[src/rtl/serial_bcd_alu_n.sv]
// Bit-serial BCD add/subtract/compare engine: hunts for a header, receives op + two
// DIGITS-digit operands, computes one digit per cycle and returns a framed response.
module serial_bcd_alu_n #(
    parameter int          DIGITS = 4,
    parameter logic [7:0]  HDR    = 8'hA5,
    parameter logic [7:0]  RSP    = 8'h96
) (
    input  logic clock,
    input  logic reset,
    input  logic din,
    output logic result,
    output logic busy,
    output logic frame_done
);

    // state  | meaning
    // HUNT   | shift din into header window, wait for HDR
    // RECV   | shift in op, A, B (P bits)
    // CHECK  | validate op and digits, latch operands
    // CALC   | one BCD digit per cycle, up to two passes for subtract
    // SEND   | shift out RSP, status, result digits

    localparam int W  = 4 * DIGITS;
    localparam int P  = 2 + 2 * W;
    localparam int L  = 16 + W;
    localparam int CW = $clog2(P + L);

    localparam logic [1:0] OP_ADD = 2'b00;
    localparam logic [1:0] OP_CMP = 2'b10;

    typedef enum logic [2:0] {S_HUNT, S_RECV, S_CHECK, S_CALC, S_SEND} state_t;

    state_t         r_state, w_state_next;
    logic [7:0]     r_win;
    logic [P-1:0]   r_frame;
    logic [CW-1:0]  r_cnt;
    logic [1:0]     r_op;
    logic [W-1:0]   r_a, r_b, r_sum;
    logic           r_carry, r_pass, r_eq;
    logic [L-1:0]   r_rsp;

    logic [7:0]     w_win_next;
    logic           w_match, w_bad, w_err, w_last, w_calc_end;
    logic [1:0]     w_op;
    logic [W-1:0]   w_fa, w_fb, w_sum_next;
    logic [3:0]     w_x, w_yb, w_y;
    logic [4:0]     w_s0, w_s;

    assign w_win_next = {r_win[6:0], din};
    assign w_match    = (w_win_next == HDR);

    assign w_op = r_frame[P-1 -: 2];
    assign w_fa = r_frame[2*W-1 -: W];
    assign w_fb = r_frame[W-1:0];

    always_comb begin
        w_bad = 1'b0;
        for (int i = 0; i < DIGITS; i++) begin
            if (w_fa[4*i +: 4] > 4'd9 || w_fb[4*i +: 4] > 4'd9) w_bad = 1'b1;
        end
    end
    assign w_err = (w_op == 2'b11) | w_bad;

    // Pass 2 of a negative subtract swaps the operands: B + (9's complement of A) + 1.
    assign w_x  = r_pass ? r_b[3:0] : r_a[3:0];
    assign w_yb = r_pass ? r_a[3:0] : r_b[3:0];
    assign w_y  = (r_op == OP_ADD) ? w_yb : 4'd9 - w_yb;
    assign w_s0 = {1'b0, w_x} + {1'b0, w_y} + {4'd0, r_carry};
    assign w_s  = (w_s0 > 5'd9) ? w_s0 + 5'd6 : w_s0;

    assign w_last     = (r_cnt == CW'(DIGITS - 1));
    assign w_sum_next = (r_sum >> 4) | (W'(w_s[3:0]) << (W - 4));
    assign w_calc_end = w_last & ((r_op == OP_ADD) | r_pass | w_s[4]);

    always_ff @(posedge clock) begin
        if (reset) r_state <= S_HUNT;
        else       r_state <= w_state_next;
    end

    always_comb begin
        w_state_next = r_state;
        case (r_state)
            S_HUNT:  if (w_match)                  w_state_next = S_RECV;
            S_RECV:  if (r_cnt == CW'(P - 1))      w_state_next = S_CHECK;
            S_CHECK: w_state_next = w_err ? S_SEND : S_CALC;
            S_CALC:  if (w_calc_end)               w_state_next = S_SEND;
            S_SEND:  if (r_cnt == CW'(L - 1))      w_state_next = S_HUNT;
            default: w_state_next = S_HUNT;
        endcase
    end

    always_ff @(posedge clock) begin
        if (reset) begin
            r_win   <= '0;
            r_frame <= '0;
            r_cnt   <= '0;
            r_op    <= '0;
            r_a     <= '0;
            r_b     <= '0;
            r_sum   <= '0;
            r_carry <= 1'b0;
            r_pass  <= 1'b0;
            r_eq    <= 1'b0;
            r_rsp   <= '0;
        end else begin
            case (r_state)
                S_HUNT: begin
                    r_win <= w_match ? 8'h00 : w_win_next;
                    r_cnt <= '0;
                end
                S_RECV: begin
                    r_frame <= {r_frame[P-2:0], din};
                    r_cnt   <= (r_cnt == CW'(P - 1)) ? '0 : r_cnt + 1'b1;
                end
                S_CHECK: begin
                    r_op    <= w_op;
                    r_a     <= w_fa;
                    r_b     <= w_fb;
                    r_sum   <= '0;
                    r_carry <= (w_op != OP_ADD);
                    r_pass  <= 1'b0;
                    r_eq    <= (w_op == OP_CMP) && (w_fa == w_fb);
                    r_cnt   <= '0;
                    if (w_err) r_rsp <= {RSP, 8'h08, {W{1'b0}}};
                end
                S_CALC: begin
                    // Operands rotate so they are back in place for a second pass.
                    r_a     <= (r_a >> 4) | (r_a << (W - 4));
                    r_b     <= (r_b >> 4) | (r_b << (W - 4));
                    r_sum   <= w_sum_next;
                    r_carry <= w_s[4];
                    r_cnt   <= w_last ? '0 : r_cnt + 1'b1;
                    if (w_calc_end) begin
                        r_rsp <= {RSP, 4'b0000, 1'b0, r_eq, r_pass,
                                  (r_op == OP_ADD) & w_s[4],
                                  (r_op == OP_CMP) ? {W{1'b0}} : w_sum_next};
                    end else if (w_last) begin
                        r_pass  <= 1'b1;
                        r_carry <= 1'b1;
                    end
                end
                S_SEND: begin
                    r_rsp <= r_rsp << 1;
                    r_cnt <= (r_cnt == CW'(L - 1)) ? '0 : r_cnt + 1'b1;
                end
                default: r_cnt <= '0;
            endcase
        end
    end

    assign result     = (r_state == S_SEND) & r_rsp[L-1];
    assign busy       = (r_state != S_HUNT);
    assign frame_done = (r_state == S_SEND) && (r_cnt == CW'(L - 1));

endmodule

[config.mk]
export PLATFORM = sky130hd
export DESIGN_NAME = serial_bcd_alu_n
export DESIGN_NICKNAME = d
export VERILOG_FILES = /design/src/rtl/serial_bcd_alu_n.sv
export SDC_FILE = /design/constraint.sdc
export NUM_CORES = 1
export LEC_CHECK = 0
export ABC_AREA = 1
export ABC_CLOCK_PERIOD_IN_PS = 2780
export CAP_MARGIN = 20
export CELL_PAD_IN_SITES_DETAIL_PLACEMENT = 1
export CELL_PAD_IN_SITES_GLOBAL_PLACEMENT = 1
export CORE_ASPECT_RATIO = 1.2
export CORE_MARGIN = 3
export CORE_UTILIZATION = 30
export DETAILED_ROUTE_END_ITERATION = 6
export PLACE_DENSITY_LB_ADDON = 0.1
export REMOVE_ABC_BUFFERS = 1
export SYNTH_ARGS = -nofsm -noshare
export SYNTH_HDL_FRONTEND = slang
export SYNTH_SLANG_ARGS = --single-unit
[constraint.sdc]
create_clock -name clock -period 2.78 [get_ports clock]
set_clock_uncertainty 0.15 [all_clocks]
set_input_delay 0.834 -clock clock [delete_from_list [all_inputs] [get_ports clock]]
set_output_delay 0.834 -clock clock [all_outputs]
set_load 0.02 [all_outputs]
==> metrics.yaml <==
floorplan:
  core_region_area_um2: 19800
  die_area_um2: 22200
  die_x_um: 136
  rows: 56
  die_h_um: 163
  floorplan.initialDensity_pct: 30.9
  ioPinCount: 6
pwr:
  p_per_area_nw_per_um2: 600
  leakage_nw: 3.17
  p_total_mw: 4.66
  irDropWorstVdd_mv: 0.463
logic_synthesis:
  synth_seq_cells: 132
  synth-warning-count: 0
  synthesis.area_um2: 6130
  synth_area_leaders: "dfxtp_1 43%, nand2_1 10%, inv_1 7.5%"
  yosysUniqueCellTypes: 40
  synth_edf_count: 0
  syn_avg_cell_area_um2: 7.27
  synth_seq_area_share_pct: 43.1
  ys_async_sr_fraction_pct: 0
  ys_top_cells_by_count: "164 x nand2_1, 132 x dfxtp_1, 123 x inv_1"
  synth_top_area_share_pct: 43.1
  synth_area_leader_cell: "dfxtp_1"
  netlist_instances: 843
  dominantRegCellSynth: "dfxtp_1"
  yosysMostFrequentCell: "nand2_1"
sta:
  setup_tns_ns: -3.68
  drv_slew: 0
  fin_crit_ns: 2.96
  max_slew_margin_pct: 59.3
  layout_worst_path_cycle_share_pct: 106
  max_freq_mhz: 338
  setup_violations: 36
  rsz0062_at_grt: "true"
  hold_violations: 0
  fin_ws_ns: -0.175
  tightest_slew_ns: 0.609
finish:
  layout-drive-gt1-share_pct: 21.4
  finalNonFillerCells: 1166
  layout.nets: 905
  num_antenna_cells: 0
  seq_area_um2: 2650
  multi_input_area_um2: 3050
  area_growth_pct: 26.6
  fillerInstances: 2446
global_routing:
  grt_pass1_vias: 6117
  grt_pass1_wl_um: 31800
  grt.overflow.total: 0
  antenna_found_initial: 0
  grt_use_total_pct: 18.2
  grt_max_degree: 52
critical_path:
  cp.arrival_ns: 3.11
  cp_max_fo: 7
  ff2ff_setup_slack_ns: -0.18
  r2r_cells: 19
  crit_type: "register to register"
  cp-start-kind: "register"
  reg2reg_to: "r_rsp[2]"
  reg2reg_from: "r_pass"
  end_kind: "register"
  crit_required_ns: 2.94
placed_design:
  dp_cells: 1125
  io_buffers: 5
  dpl_worst_slack_ns: -0.288
  place_congestion: 0.843
  hpwl_um: 13300
routing:
  drcViolationCount: 0
  postRouteAntennaNets: 0
  vias: 5714
  viasPerCell: 4.90
  post_drt_wl_per_cell_um: 16.3
  wl_um: 19000
  dr.pass1.iters: 4
  drt_first_iter_violations: 314
worst_hold_path:
  hp-start: "r_rsp[31]"
  whs_endpoint: "r_rsp[31]"
  min_path_cells: 2
  hold_class: "register to register"
status:
  status: "finished with violations"
  violations: "negative setup slack"
cts:
  root_buffer: "clkbuf_16"
  cts_max_path_buffers: 2
  clkSinkCount: 132
  tritoncts: "yes"
  htreeDepth: 4
  cts.clk_slew.worst_paths_ns: 0.06
  numCtsBuffers: 17
  clock_latency_ns: 0.42
job:
  drv_cap: 0
-- state kept, by name (all words and copies together), names as in the netlist --
register  flops
r_win         7
r_eq          1
r_carry       1
r_cnt         7
r_rsp        32
r_b          16
r_a          16
r_frame      34
r_sum        12
r_state       3
r_op          2
r_pass        1
-- final cells by class --
class	instances	share of cell area (%)
multi-input cells	535	39.3
repair buffers	74	8.78
clock inverters	9	1.05
clock buffers	22	5.99
well taps	261	4.21
inverters	133	6.47
flip-flops and latches	132	34.2
-- report_power, final --
| part | total, mW | switching [mW] | internal, mW |
|---|---|---|---|
| combinational | 0.462 | 0.299 | 0.163 |
| sequential | 2.10 | 0.111 | 1.99 |
| clock | 2.09 | 0.829 | 1.27 |
| total | 4.66 | 1.24 | 3.42 |
-- cell usage in the layout (no fill, tap or decap), types with 7 or more instances in the layout --
master,Yosys,final
o21ai_0,62,56
nand2_2,2,16
buf_4,0,54
o21ai_1,17,17
o221ai_1,24,24
inv_2,8,12
buf_6,6,9
nor2_4,2,8
a21oi_1,73,64
dfxtp_1,132,129
nand4_1,7,7
inv_1,123,119
nand2_1,164,145
xor2_1,9,8
o22ai_1,12,12
nand3_1,22,18
nor2_1,90,72
nor2_2,4,16
a32o_1,12,12
clkbuf_16,0,17
a21oi_2,1,9
nand2_4,3,8
-- stage by stage --
| stage | utilization [%] | hold slack (ns) | cell area, um2 |
|---|---|---|---|
| after global placement | 34.2 | 0.295 | 6790 |
| after detailed placement | 34.2 | 0.306 | 6790 |
| after global routing | 39.1 | 0.340 | 7750 |
| after CTS | 38.2 | 0.315 | 7570 |
| final | 39.1 | 0.317 | 7750 |
| after floorplan | - | 0.282 | 5910 |
-- critical path, stage by stage, from the launching register on --
cell and delay, ns:
dfxtp_4 0.38, nand2_4 0.07, o21ai_4 0.06, xor2_2 0.17
fa_2 0.34, inv_2 0.07, fa_2 0.44, inv_2 0.09
ha_4 0.14, inv_2 0.04, nand2_2 0.05, nand2_2 0.06
nand3_2 0.07, nand3_2 0.08, nand2_4 0.11, a21oi_4 0.07
buf_12 0.15, buf_12 0.13, nor2_1 0.12, nor2_1 0.05
-- logic make-up after synthesis --
logic type                 synth area share (%)
buffers and inverters                      11.7
DFF                                        43.1
and+or+nand+nor                            20.5
AOI/OAI and AO/OA                          21.0
adders and majority gates                  2.08
xor gates and xnor gates                   1.57
-- routing by layer --
| metal | global-route usage, % | wire (um) | up-vias |
|---|---|---|---|
| li1 | - | - | 2857 |
| met2 | 33.4 | 10200 | 32 |
| met1 | 21.6 | 8280 | 2802 |
| met3 | 2.87 | 220 | 23 |
| met5 | 0 | 0 | - |
| met4 | 5.50 | 267 | 0 |
-- worst max-delay path by stage --
stage,start,to,slack [ns],cells after the start
finish,r_pass,r_rsp[2],-0.18,19
CTS,r_b[0],r_rsp[2],-0.21,19
detailed placement,r_pass,r_rsp[15],-0.29,19
global route,r_pass,r_rsp[2],-0.32,19
floorplan,r_state[2],r_cnt[0],-0.37,9
global placement,r_b[0],r_rsp[14],-0.19,20
-- repair_timing --
action	CTS	global route
endpoints found under the setup margin	41	42
hold buffers	0	0
gates cloned	1	0
resized for setup	58	48
setup buffers	6	3
pin swaps	31	22
Note: power is estimated with default switching activity, not from simulation.
